<file path="src/rtl/jam_cost_server_pkg.sv">
// -----------------------------------------------------------------------------
// jam_cost_server_pkg
// Purpose : Shared constants, the server FSM state type and a small helper for
//           the W/J -> Cost lookup server.
// Contents: COST_W, N, IDX_W, ADDR_W, DEPTH, RES_W, MATCH_W, jam_srv_state_t,
//           cost_min().
// -----------------------------------------------------------------------------
package jam_cost_server_pkg;

    localparam int COST_W  = 7;            // width of one cost entry
    localparam int N       = 8;            // workers = jobs
    localparam int IDX_W   = 3;            // width of W and J
    localparam int ADDR_W  = 2 * IDX_W;    // matrix entry address {W,J}
    localparam int DEPTH   = N * N;        // number of matrix entries
    localparam int RES_W   = 10;           // width of MinCost
    localparam int MATCH_W = 4;            // width of MatchCount

    typedef enum logic [1:0] {
        LOAD = 2'd0,
        KICK = 2'd1,
        RUN  = 2'd2,
        DONE = 2'd3
    } jam_srv_state_t;

    function automatic logic [COST_W-1:0] cost_min(input logic [COST_W-1:0] a,
                                                    input logic [COST_W-1:0] b);
        return (a < b) ? a : b;
    endfunction

endpackage

</file>
<file path="src/rtl/jam_cost_server_if.sv">
// -----------------------------------------------------------------------------
// jam_cost_server_if
// Purpose : Bundles the load stream, the solver lookup/result signals and the
//           status outputs of jam_cost_server.
// Modports: master - host loader + solver side (drives LD_*, W, J, Valid,
//                    MinCost, MatchCount)
//           slave  - the cost server (drives LD_READY, JAM_RST, Cost, DONE,
//                    TIMEOUT, RES_MINCOST, RES_MATCH, LB_ERR)
// -----------------------------------------------------------------------------
interface jam_cost_server_if;

    // load stream
    logic                                          LD_VALID;
    logic [jam_cost_server_pkg::COST_W-1:0]        LD_DATA;
    logic                                          LD_READY;
    // solver control and lookup
    logic                                          JAM_RST;
    logic [jam_cost_server_pkg::IDX_W-1:0]         W;
    logic [jam_cost_server_pkg::IDX_W-1:0]         J;
    logic [jam_cost_server_pkg::COST_W-1:0]        Cost;
    // solver result
    logic                                          Valid;
    logic [jam_cost_server_pkg::RES_W-1:0]         MinCost;
    logic [jam_cost_server_pkg::MATCH_W-1:0]       MatchCount;
    // status
    logic                                          DONE;
    logic                                          TIMEOUT;
    logic [jam_cost_server_pkg::RES_W-1:0]         RES_MINCOST;
    logic [jam_cost_server_pkg::MATCH_W-1:0]       RES_MATCH;
    logic                                          LB_ERR;

    modport master (
        output LD_VALID, LD_DATA, W, J, Valid, MinCost, MatchCount,
        input  LD_READY, JAM_RST, Cost, DONE, TIMEOUT, RES_MINCOST, RES_MATCH, LB_ERR
    );

    modport slave (
        input  LD_VALID, LD_DATA, W, J, Valid, MinCost, MatchCount,
        output LD_READY, JAM_RST, Cost, DONE, TIMEOUT, RES_MINCOST, RES_MATCH, LB_ERR
    );

endinterface

</file>
<file path="src/rtl/jam_cost_server_ram.sv">
// -----------------------------------------------------------------------------
// jam_cost_server_ram
// Purpose : 64 x COST_W cost matrix storage with one synchronous write port and
//           one registered read port (1-cycle read latency).
// Ports   : clk, rst_n      clock / async active-low reset (read register only)
//           we_i, waddr_i, wdata_i   write port
//           raddr_i, rdata_o         registered read port
// A read of the entry being written in the same cycle returns the old value.
// The storage itself is not reset.
// -----------------------------------------------------------------------------
module jam_cost_server_ram
    import jam_cost_server_pkg::*;
(
    input  logic              clk,
    input  logic              rst_n,
    input  logic              we_i,
    input  logic [ADDR_W-1:0] waddr_i,
    input  logic [COST_W-1:0] wdata_i,
    input  logic [ADDR_W-1:0] raddr_i,
    output logic [COST_W-1:0] rdata_o
);

    logic [COST_W-1:0] mem_q [DEPTH];
    logic [COST_W-1:0] rdata_q;

    always_ff @(posedge clk) begin
        if (we_i) begin
            mem_q[waddr_i] <= wdata_i;
        end
    end

    always_ff @(posedge clk or negedge rst_n) begin
        if (!rst_n) begin
            rdata_q <= '0;
        end else begin
            rdata_q <= mem_q[raddr_i];
        end
    end

    assign rdata_o = rdata_q;

endmodule

</file>
<file path="src/rtl/jam_cost_server.sv">
// -----------------------------------------------------------------------------
// jam_cost_server
// Purpose : Responder side of the solver's W/J -> Cost lookup. Loads the 8x8
//           cost matrix from a valid/ready stream (row-major, entry = W*8+J),
//           holds the solver in reset while loading, releases it, answers every
//           lookup with a registered Cost and captures the solver result when
//           Valid rises, with a watchdog that declares TIMEOUT.
// Ports   : CLK, RST_N (async active-low), srv (jam_cost_server_if.slave)
// Params  : KICK_CYC    cycles JAM_RST stays high in KICK before release
//           TO_W        watchdog width
//           TIMEOUT_CYC RUN cycles before TIMEOUT
// Option  : JAM_COST_LB_CHECK_EN - when defined, a lower bound (sum of row
//           minima) is built during load and LB_ERR flags MinCost < bound.
//           Undefined: LB_ERR is tied low.
// -----------------------------------------------------------------------------
module jam_cost_server
    import jam_cost_server_pkg::*;
#(
    parameter int KICK_CYC    = 2,
    parameter int TO_W        = 20,
    parameter int TIMEOUT_CYC = 1048575
) (
    input  logic              CLK,
    input  logic              RST_N,
    jam_cost_server_if.slave  srv
);

    localparam int KICK_W = (KICK_CYC < 1) ? 1 : $clog2(KICK_CYC + 1);

    jam_srv_state_t     state_q;
    logic [ADDR_W-1:0]  ld_cnt_q;
    logic [KICK_W-1:0]  kick_q;
    logic [TO_W-1:0]    wd_q;
    logic               ld_ready_q;
    logic               jam_rst_q;
    logic               done_q;
    logic               timeout_q;
    logic [RES_W-1:0]   res_min_q;
    logic [MATCH_W-1:0] res_match_q;

    logic accept;
    logic last_word;
    logic capture;
    logic reload;

    // ld_ready_q is only ever high in LOAD, so it alone qualifies a write.
    assign accept    = srv.LD_VALID && ld_ready_q;
    assign last_word = (ld_cnt_q == ADDR_W'(DEPTH - 1));
    assign capture   = (state_q == RUN) && srv.Valid;
    assign reload    = (state_q == DONE) && srv.LD_VALID;

    jam_cost_server_ram u_ram (
        .clk     (CLK),
        .rst_n   (RST_N),
        .we_i    (accept),
        .waddr_i (ld_cnt_q),
        .wdata_i (srv.LD_DATA),
        .raddr_i ({srv.W, srv.J}),
        .rdata_o (srv.Cost)
    );

    always_ff @(posedge CLK or negedge RST_N) begin
        if (!RST_N) begin
            state_q     <= LOAD;
            ld_cnt_q    <= '0;
            kick_q      <= '0;
            wd_q        <= '0;
            ld_ready_q  <= 1'b0;
            jam_rst_q   <= 1'b1;
            done_q      <= 1'b0;
            timeout_q   <= 1'b0;
            res_min_q   <= '1;
            res_match_q <= '0;
        end else begin
            case (state_q)
                LOAD: begin
                    jam_rst_q <= 1'b1;
                    // Ready comes up one cycle after reset and drops right
                    // after the final word is taken.
                    ld_ready_q <= !(accept && last_word);
                    if (accept) begin
                        ld_cnt_q <= ld_cnt_q + ADDR_W'(1);
                        if (last_word) begin
                            state_q <= KICK;
                            kick_q  <= '0;
                        end
                    end
                end
                KICK: begin
                    // The accept cycle plus KICK_CYC counted cycles keep the
                    // solver in reset; it sees JAM_RST low KICK_CYC+1 edges
                    // after the last accept.
                    if (kick_q == KICK_W'(KICK_CYC)) begin
                        state_q   <= RUN;
                        jam_rst_q <= 1'b0;
                        wd_q      <= '0;
                    end else begin
                        kick_q <= kick_q + KICK_W'(1);
                    end
                end
                RUN: begin
                    wd_q <= wd_q + TO_W'(1);
                    // Valid takes priority over a simultaneous expiry.
                    if (srv.Valid) begin
                        res_min_q   <= srv.MinCost;
                        res_match_q <= srv.MatchCount;
                        done_q      <= 1'b1;
                        jam_rst_q   <= 1'b1;
                        state_q     <= DONE;
                    end else if (wd_q == TO_W'(TIMEOUT_CYC - 1)) begin
                        timeout_q <= 1'b1;
                        done_q    <= 1'b1;
                        jam_rst_q <= 1'b1;
                        state_q   <= DONE;
                    end
                end
                DONE: begin
                    // The word that triggers the reload is only a request; it
                    // is not written because LD_READY is low this cycle.
                    if (srv.LD_VALID) begin
                        state_q    <= LOAD;
                        done_q     <= 1'b0;
                        timeout_q  <= 1'b0;
                        ld_ready_q <= 1'b1;
                        ld_cnt_q   <= '0;
                    end
                end
                default: begin
                    state_q <= LOAD;
                end
            endcase
        end
    end

    assign srv.LD_READY    = ld_ready_q;
    assign srv.JAM_RST     = jam_rst_q;
    assign srv.DONE        = done_q;
    assign srv.TIMEOUT     = timeout_q;
    assign srv.RES_MINCOST = res_min_q;
    assign srv.RES_MATCH   = res_match_q;

`ifdef JAM_COST_LB_CHECK_EN
    logic [COST_W-1:0] row_min_q;
    logic [COST_W-1:0] row_min_d;
    logic [RES_W-1:0]  lb_q;
    logic              lb_err_q;

    // Column 0 starts a fresh row minimum.
    assign row_min_d = (ld_cnt_q[IDX_W-1:0] == '0) ? srv.LD_DATA
                                                    : cost_min(row_min_q, srv.LD_DATA);

    always_ff @(posedge CLK or negedge RST_N) begin
        if (!RST_N) begin
            row_min_q <= '0;
            lb_q      <= '0;
            lb_err_q  <= 1'b0;
        end else begin
            if (accept) begin
                row_min_q <= row_min_d;
                // End of each row folds its minimum into the bound; row 0
                // restarts the sum so a reload never inherits the old bound.
                if (ld_cnt_q[IDX_W-1:0] == '1) begin
                    lb_q <= ((ld_cnt_q[ADDR_W-1:IDX_W] == '0) ? '0 : lb_q)
                            + RES_W'(row_min_d);
                end
            end
            if (reload) begin
                lb_err_q <= 1'b0;
            end else if (capture) begin
                lb_err_q <= (srv.MinCost < lb_q);
            end
        end
    end

    assign srv.LB_ERR = lb_err_q;
`else
    assign srv.LB_ERR = 1'b0;
`endif

endmodule

</file>
<file path="src/flat_wrapper.sv">
// flat-port wrapper written by rule: the top's interface ports become plain ports
module jam_cost_server_flat import jam_cost_server_pkg::*;
#(
    parameter int KICK_CYC    = 2,
    parameter int TO_W        = 20,
    parameter int TIMEOUT_CYC = 1048575
)
  (CLK, RST_N, srv_LD_VALID, srv_LD_DATA, srv_W, srv_J, srv_Valid, srv_MinCost, srv_MatchCount, srv_LD_READY, srv_JAM_RST, srv_Cost, srv_DONE, srv_TIMEOUT, srv_RES_MINCOST, srv_RES_MATCH, srv_LB_ERR);
  jam_cost_server_if srv_i ();
  input  logic CLK;
  input  logic RST_N;
  input wire logic [$bits(srv_i.LD_VALID)-1:0] srv_LD_VALID;
  input wire logic [$bits(srv_i.LD_DATA)-1:0] srv_LD_DATA;
  input wire logic [$bits(srv_i.W)-1:0] srv_W;
  input wire logic [$bits(srv_i.J)-1:0] srv_J;
  input wire logic [$bits(srv_i.Valid)-1:0] srv_Valid;
  input wire logic [$bits(srv_i.MinCost)-1:0] srv_MinCost;
  input wire logic [$bits(srv_i.MatchCount)-1:0] srv_MatchCount;
  output wire logic [$bits(srv_i.LD_READY)-1:0] srv_LD_READY;
  output wire logic [$bits(srv_i.JAM_RST)-1:0] srv_JAM_RST;
  output wire logic [$bits(srv_i.Cost)-1:0] srv_Cost;
  output wire logic [$bits(srv_i.DONE)-1:0] srv_DONE;
  output wire logic [$bits(srv_i.TIMEOUT)-1:0] srv_TIMEOUT;
  output wire logic [$bits(srv_i.RES_MINCOST)-1:0] srv_RES_MINCOST;
  output wire logic [$bits(srv_i.RES_MATCH)-1:0] srv_RES_MATCH;
  output wire logic [$bits(srv_i.LB_ERR)-1:0] srv_LB_ERR;
  assign srv_i.LD_VALID = srv_LD_VALID;
  assign srv_i.LD_DATA = srv_LD_DATA;
  assign srv_i.W = srv_W;
  assign srv_i.J = srv_J;
  assign srv_i.Valid = srv_Valid;
  assign srv_i.MinCost = srv_MinCost;
  assign srv_i.MatchCount = srv_MatchCount;
  assign srv_LD_READY = srv_i.LD_READY;
  assign srv_JAM_RST = srv_i.JAM_RST;
  assign srv_Cost = srv_i.Cost;
  assign srv_DONE = srv_i.DONE;
  assign srv_TIMEOUT = srv_i.TIMEOUT;
  assign srv_RES_MINCOST = srv_i.RES_MINCOST;
  assign srv_RES_MATCH = srv_i.RES_MATCH;
  assign srv_LB_ERR = srv_i.LB_ERR;
  jam_cost_server #(.KICK_CYC(KICK_CYC), .TO_W(TO_W), .TIMEOUT_CYC(TIMEOUT_CYC)) u_core (.CLK(CLK), .RST_N(RST_N), .srv(srv_i));
endmodule
</file>
<file path="config.mk">
export PLATFORM = sky130hd
export DESIGN_NAME = jam_cost_server_flat
export DESIGN_NICKNAME = d
export VERILOG_FILES = /design/src/rtl/jam_cost_server_pkg.sv /design/src/rtl/jam_cost_server_if.sv /design/src/rtl/jam_cost_server_ram.sv /design/src/rtl/jam_cost_server.sv /design/src/flat_wrapper.sv
export SDC_FILE = /design/constraint.sdc
export NUM_CORES = 1
export LEC_CHECK = 0
export ABC_CLOCK_PERIOD_IN_PS = 4350
export CAP_MARGIN = 20
export CORE_MARGIN = 5
export CORE_UTILIZATION = 40
export CTS_CLUSTER_DIAMETER = 150
export DETAILED_ROUTE_END_ITERATION = 8
export PLACE_DENSITY_LB_ADDON = 0.1
export SKIP_CTS_REPAIR_TIMING = 1
export SYNTH_ARGS = -nofsm -noshare
export SYNTH_HDL_FRONTEND = slang
export SYNTH_HIERARCHICAL = 1
export SYNTH_SLANG_ARGS = --single-unit
</file>
<file path="constraint.sdc">
create_clock -name CLK -period 4.35 [get_ports CLK]
set_input_delay 0.6525 -clock CLK [delete_from_list [all_inputs] [get_ports CLK]]
set_output_delay 0.6525 -clock CLK [all_outputs]
set_load 0.01 [all_outputs]
</file>
; Yosys cells after proc, flatten, opt, wreduce, memory -nomap -nowiden
; Memories as Yosys holds them, arrays and structs flattened. A register that Yosys moved wholly into a read port is not among the register bits.
; Index checks and enable logic that the tools add are counted.
[classes]
bitwise_logic = 0
n_lt_le_gt_ge = 0
n_addsub = 3
n_mux = 28
multipliers = 0
eq_ne = 14
n_reduce_logical = 19
div_mod_pow = 0
n_shift = 0
[op_table]
columns = operator, count
row1 = 20-bit case mux with 2 select lines, 1
row2 = "20-bit by 1-bit adder with 20-bit output, second input constant", 1
row3 = "20-bit equality test, second input constant", 1
row4 = 20-bit 2-to-1 mux, 1
row5 = 2-bit 2-to-1 mux, 9
row6 = 6-bit 2-to-1 mux, 2
row7 = 6-bit case mux with 2 select lines, 1
row8 = 3-bit AND reduction, 3
row9 = 1-bit 2-to-1 mux, 8
row10 = "2-bit != test, second input constant", 4
row11 = 2-bit case mux with 4 select lines, 1
row12 = 4-bit AND reduction, 2
row13 = 2-bit nonzero test, 4
row14 = "6-bit by 1-bit adder with 6-bit output, second input constant", 1
row15 = "2-bit equality test, second input constant", 3
row16 = "6-bit equality test, second input constant", 1
row17 = "2-bit by 1-bit != test with 1-bit output, second input constant", 3
row18 = 1-bit case mux with 2 select lines, 3
row19 = 2-bit AND reduction, 3
row20 = 5-bit AND reduction, 1
row21 = 2-bit case mux with 2 select lines, 1
row22 = "3-bit != test, second input constant", 1
row23 = 1-bit case mux with 3 select lines, 1
row24 = 3-bit nonzero test, 1
row25 = 5 further kinds, 7
[word_totals]
latchBits = 0
romBits = 0
n_memories = 1
inputBits = 31
ff_bits = 48
ram_bits = 448
[mem_list]
columns = memory, depth, word_bits, rd, rd_ports_with_merged_regs, write_ports, line
row1 = u_core.u_ram.mem_q, 64, 7, 1, 1, 1, jam_cost_server_ram.sv:23  ; logic [COST_W-1:0] mem_q [DEPTH];

; Logic depth before layout (Yosys ltp)
[logic_depth]
depth_word = 4
depth_mapped = 9
ltp_nobuf = 6

; Modules after synthesis
; The synthesis kept the hierarchy.
[modules_own_cells]
columns = module, n_inst, cells_each, area_per_inst_um2, seq_area_each_um2
row1 = jam_cost_server_ram, 1, 861, 17738.3, 13628.1
row2 = jam_cost_server, 1, 252, 2516.2, 1214.9

; Worst setup path before layout
; Ideal clock, no wire load.
[synth_path]
path_kind = in2reg
from = input srv_LD_VALID
to = memory u_core.u_ram.mem_q[48][0] (enable)
arrival_time_ns = 1.851
slack_ns = 2.119
path_buffers = 0
path_stages = 4
cell_sequence = and2_1 nand3_1 or3_1 nor3_1
[synth_via]
elab_chain_len = 3
[synth_lines]
columns = item, line
row1 = from (decl), flat_wrapper.sv:12  ; input wire logic [$bits(srv_i.LD_VALID)-1:0] srv_LD_VALID;
row2 = 1-bit logical AND, jam_cost_server.sv:47  ; assign accept = srv.LD_VALID && ld_ready_q;
row3 = 1-bit 2-to-1 mux, jam_cost_server_ram.sv:27  ; if (we_i) begin
row4 = 1-bit 2-to-1 mux (not written as such), jam_cost_server_ram.sv:28  ; mem_q[waddr_i] <= wdata_i;
row5 = to (decl), jam_cost_server_ram.sv:23
; Every way passes these cells.

; Worst setup path in the final report
[layout_path]
from = input srv_LD_VALID
to = memory u_core.u_ram.mem_q[6][2] (enable)
[layout_via]
elab_chain_len = 3
[layout_lines]
columns = item, line
row1 = 1-bit logical AND, jam_cost_server.sv:47
row2 = via u_core.accept, jam_cost_server.sv:41  ; logic accept;
row3 = 1-bit 2-to-1 mux, jam_cost_server_ram.sv:27
row4 = 1-bit 2-to-1 mux (not written as such), jam_cost_server_ram.sv:28
; The timed path passes the listed nets, and every way through them passes these cells.

==> results_tabular.tex <==
\begin{tabular}{lr}
\hline
Metric & Value \\
\hline
\multicolumn{2}{l}{\textbf{Global route}} \\
\quad Pin count of the biggest net entering global routing & 65 \\
\quad Total grt overflow & 0 \\
\quad Antenna violations before repair & 1 \\
\quad First-pass GRT wire length & 72900 microns \\
\quad Overall Global Routing Usage & 0.175 \\
\quad Via count of the first global-routing pass & 10900 \\
\multicolumn{2}{l}{\textbf{Setup path}} \\
\quad Critical path capture point type & register \\
\quad Gate family responsible for the most delay along the worst path & simple AND/OR/NAND/NOR gates \\
\quad Master of the slowest instance on the critical path & sky130\_fd\_sc\_hd\_\_nor2\_1 \\
\quad Delay contributed by the slowest stage of the critical path & 0.68 ns \\
\quad Nature of the critical path startpoint & input pin \\
\quad Register-to-register path setup slack & 1.67 ns \\
\quad Critical setup path kind & input pin to register \\
\quad Bufs and invs on worst path & 1 \\
\quad Crit path DAT & 3.18 ns \\
\quad Highest net fanout along the worst path & 7 \\
\quad Critical Path RT & 4.56 ns \\
\quad Crit-path cells & clkdlybuf4s50\_1 > and2\_1 > nor2b\_1 > nand3\_1 > nor2\_1 \\
\quad Register-to-Register Path Depth & 4 \\
\quad R2r startpoint & u\_core/srv.LD\_READY \\
\quad Capturing point of the worst reg2reg path & u\_core/u\_ram/mem\_q[6][2] \\
\multicolumn{2}{l}{\textbf{Layout}} \\
\quad Number of nets in the layout & 1230 \\
\quad Most common cell after layout, fill and taps aside & sky130\_fd\_sc\_hd\_\_edfxtp\_1 \\
\quad Top library cells by usage in the layout, fill and taps aside & 448 x sky130\_fd\_sc\_hd\_\_edfxtp\_1, 106 x sky130\_fd\_sc\_hd\_\_mux4\_2, 90 x sky130\_fd\_sc\_hd\_\_nor2\_1 \\
\quad Number of standard cells in the final layout excluding fillers & 1909 \\
\quad Post-layout util & 0.468 \\
\quad Area overhead of the layout relative to synthesis & 15.9\% \\
\quad Diodes inserted & 0 \\
\quad Post-Layout Inst Area & 0.0235 sq mm \\
\quad Fraction of final layout cells sized beyond drive strength 1 & 0.219 \\
\multicolumn{2}{l}{\textbf{Route}} \\
\quad Wire length reported by the detailed router & 48800 microns \\
\quad DRC violations left & 0 \\
\quad Via-per-instance ratio & 5.48 \\
\quad Total number of vias & 10500 \\
\quad Post-detailed-route wirelength per cell & 25.6 microns \\
\quad Number of nets still failing antenna checks after routing & 0 \\
\quad Detailed-router iteration count before antenna repair & 5 \\
\quad Initial DRC count & 896 \\
\multicolumn{2}{l}{\textbf{Placed design}} \\
\quad RD Place Congestion & 0.789 \\
\quad Total instance count after detailed placement & 1807 \\
\quad Post-Place Cell Area & 0.0215 sq mm \\
\quad HPWL after detailed placement & 30900 microns \\
\quad Input/output buffers & 55 \\
\multicolumn{2}{l}{\textbf{Timing}} \\
\quad Setup total negative slack & 0 ns \\
\quad Final Critical Period & 2.96 ns \\
\quad Rel. slew slack & 0.382 \\
\quad Hold violation count in the final report & 0 \\
\quad FMAX & 337 MHz \\
\quad Unrepaired setup endpoints after global routing & no \\
\quad Max-slew violations & 0 \\
\quad Ratio of final minimum period to clock period & 0.681 \\
\quad Transition at the pin with the smallest max-transition slack & 0.927 ns \\
\quad Count of final setup violators & 0 \\
\quad Largest clock skew in the final design & 0.0227 ns \\
\multicolumn{2}{l}{\textbf{Pwr}} \\
\quad Power Density & 523 mW/mm\^{}2 \\
\quad Total power & 12.3 mW \\
\quad Leakage Power & 7.59 nW \\
\quad VDD IR-drop max & 0.000314 V \\
\multicolumn{2}{l}{\textbf{Yosys}} \\
\quad Top cells by area in the synthesized netlist & sky130\_fd\_sc\_hd\_\_edfxtp\_1 66\%, sky130\_fd\_sc\_hd\_\_mux4\_2 12\%, sky130\_fd\_sc\_hd\_\_dfrtp\_1 5.4\% \\
\quad Fraction of registers with async set/reset & 0.109 \\
\quad Number of enable flip-flop cells after synthesis & 448 \\
\quad Cell variety after synth & 51 \\
\quad Warning count from the yosys run & 6 \\
\quad Part of the Yosys area used for sequential elements & 0.733 \\
\quad Portion of synthesized cell area occupied by the leading cell type & 0.664 \\
\quad Post-synth top area cell & sky130\_fd\_sc\_hd\_\_edfxtp\_1 \\
\quad Number of nets produced by synthesis & 1152 \\
\quad Mean instance size in the synthesized netlist & 18.2 sq um \\
\quad Post-Syn Area & 0.0203 sq mm \\
\quad Number of synthesized register bits & 503 \\
\quad Post-synthesis instance total & 1113 \\
\quad Top\_reg\_cell synth & sky130\_fd\_sc\_hd\_\_edfxtp\_1 \\
\multicolumn{2}{l}{\textbf{Clocking}} \\
\quad Cell chosen for the clock root & sky130\_fd\_sc\_hd\_\_clkbuf\_16 \\
\quad Clock tree from TritonCTS & yes \\
\quad Clock slew seen by the registers of the worst setup and hold paths & 0.06 ns \\
\quad Number of buffers created by CTS & 54 \\
\quad Maximum root-to-sink buffer count & 3 \\
\quad CTS HTree Levels & 2 \\
\quad Clock sinks & 503 \\
\quad Later-pin clock latency in the skew report & 0.60 ns \\
\multicolumn{2}{l}{\textbf{Floorplan}} \\
\quad Initial core utilization & 0.404 \\
\quad Standard-cell rows & 82 \\
\quad Die Span Y & 235 microns \\
\quad Chip width & 235 microns \\
\quad I/O pin count & 57 \\
\quad Total die area & 0.0552 sq mm \\
\quad Area of the core & 0.0502 sq mm \\
\multicolumn{2}{l}{\textbf{Job}} \\
\quad Reported max-cap violation count & 0 \\
\multicolumn{2}{l}{\textbf{Hold path}} \\
\quad Worst min-delay path class & input pin to async pin \\
\multicolumn{2}{l}{\textbf{Run status}} \\
\quad Run status & complete, no violations \\
\hline
\end{tabular}
[how the worst max path moves through the flow]
stage	slack (ns)	cells after the start	endpoint	startpoint
2_1_floorplan	2.12	4	u_core/u_ram/mem_q[48][0]	srv_LD_VALID
3_3_place_gp	0.92	5	u_core/u_ram/mem_q[6][5]	srv_LD_VALID
3_5_place_dp	0.77	5	u_core/u_ram/mem_q[14][6]	srv_LD_VALID
4_1_cts	1.41	5	u_core/u_ram/mem_q[14][2]	srv_LD_VALID
5_1_grt	1.29	5	u_core/u_ram/mem_q[14][2]	srv_LD_VALID
6_report	1.39	5	u_core/u_ram/mem_q[6][2]	srv_LD_VALID
[state kept, by name, summed over array words and instances (netlist names)]
name / count
u_core/srv.RES_MATCH: 4
u_core/ld_cnt_q: 6
u_core/srv.DONE: 1
u_core/wd_q: 20
u_core/kick_q: 2
u_core/u_ram/rdata_o: 7
u_core/u_ram/mem_q: 448
u_core/state_q: 2
u_core/srv.RES_MINCOST: 10
u_core/srv.JAM_RST: 1
u_core/srv.TIMEOUT: 1
u_core/srv.LD_READY: 1
[cells by family after synthesis]
| family | Yosys count | synth area share |
|---|---|---|
| AND/OR/NAND/NOR | 265 | 0.0628 |
| AO/OA/AOI/OAI | 111 | 0.0370 |
| flip-flops | 503 | 0.733 |
| multiplexers | 151 | 0.142 |
| other | 1 | 0.000185 |
| XOR/XNOR | 6 | 0.00259 |
| adder cells (fa/ha/maj) | 8 | 0.00494 |
| buffers and inverters | 68 | 0.0177 |
[power by group]
| part | internal [mW] | switching (mW) | total, mW | leakage [nW] |
|---|---|---|---|---|
| Clock | 3.09 | 1.88 | 4.97 | 0.951 |
| Combinational | 0.627 | 0.875 | 1.50 | 1.95 |
| Sequential | 5.56 | 0.252 | 5.81 | 4.69 |
| Total | 9.28 | 3.00 | 12.3 | 7.59 |
[metrics by stage]
step | hold WS (ns) | setup WS (ns)
global route | 0.121 | 1.29
CTS | 0.0727 | 1.41
floorplan | 0.357 | 2.12
detailed placement | 0.499 | 0.773
global placement | 0.489 | 0.916
finish | 0.0871 | 1.39
[synthesized netlist by cell type (all sizes together), types with 9 or more instances]
master,n
edfxtp,448
mux4,106
nor2,90
nand2,55
dfrtp,44
buf,33
nand3,28
clkbuf,27
mux2,27
nand2b,25
o21ai,25
mux2i,18
a21oi,17
nor2b,14
a211oi,11
dfstp,11
nand4,10
o211ai,9
o221ai,9
[routing by layer]
layer	GRT usage	vias to the layer above	part of all wire
met1	0.259	5524	0.46
met5	0	-	0.00027
met4	0.0377	2	0.016
met3	0.0273	56	0.045
met2	0.278	250	0.48
li1	-	4637	-
[layout make-up]
cell class	instances	area, sq um
Sequential cell	503	14800
Multi-Input combinational cell	542	5050
Clock buffer	70	1510
Clock inverter	32	445
Fill cell	4264	26700
Timing Repair Buffer	82	762
Inverter	8	30.0
Tap cell	672	841
No activity file was read; power rests on OpenSTA's default activity.
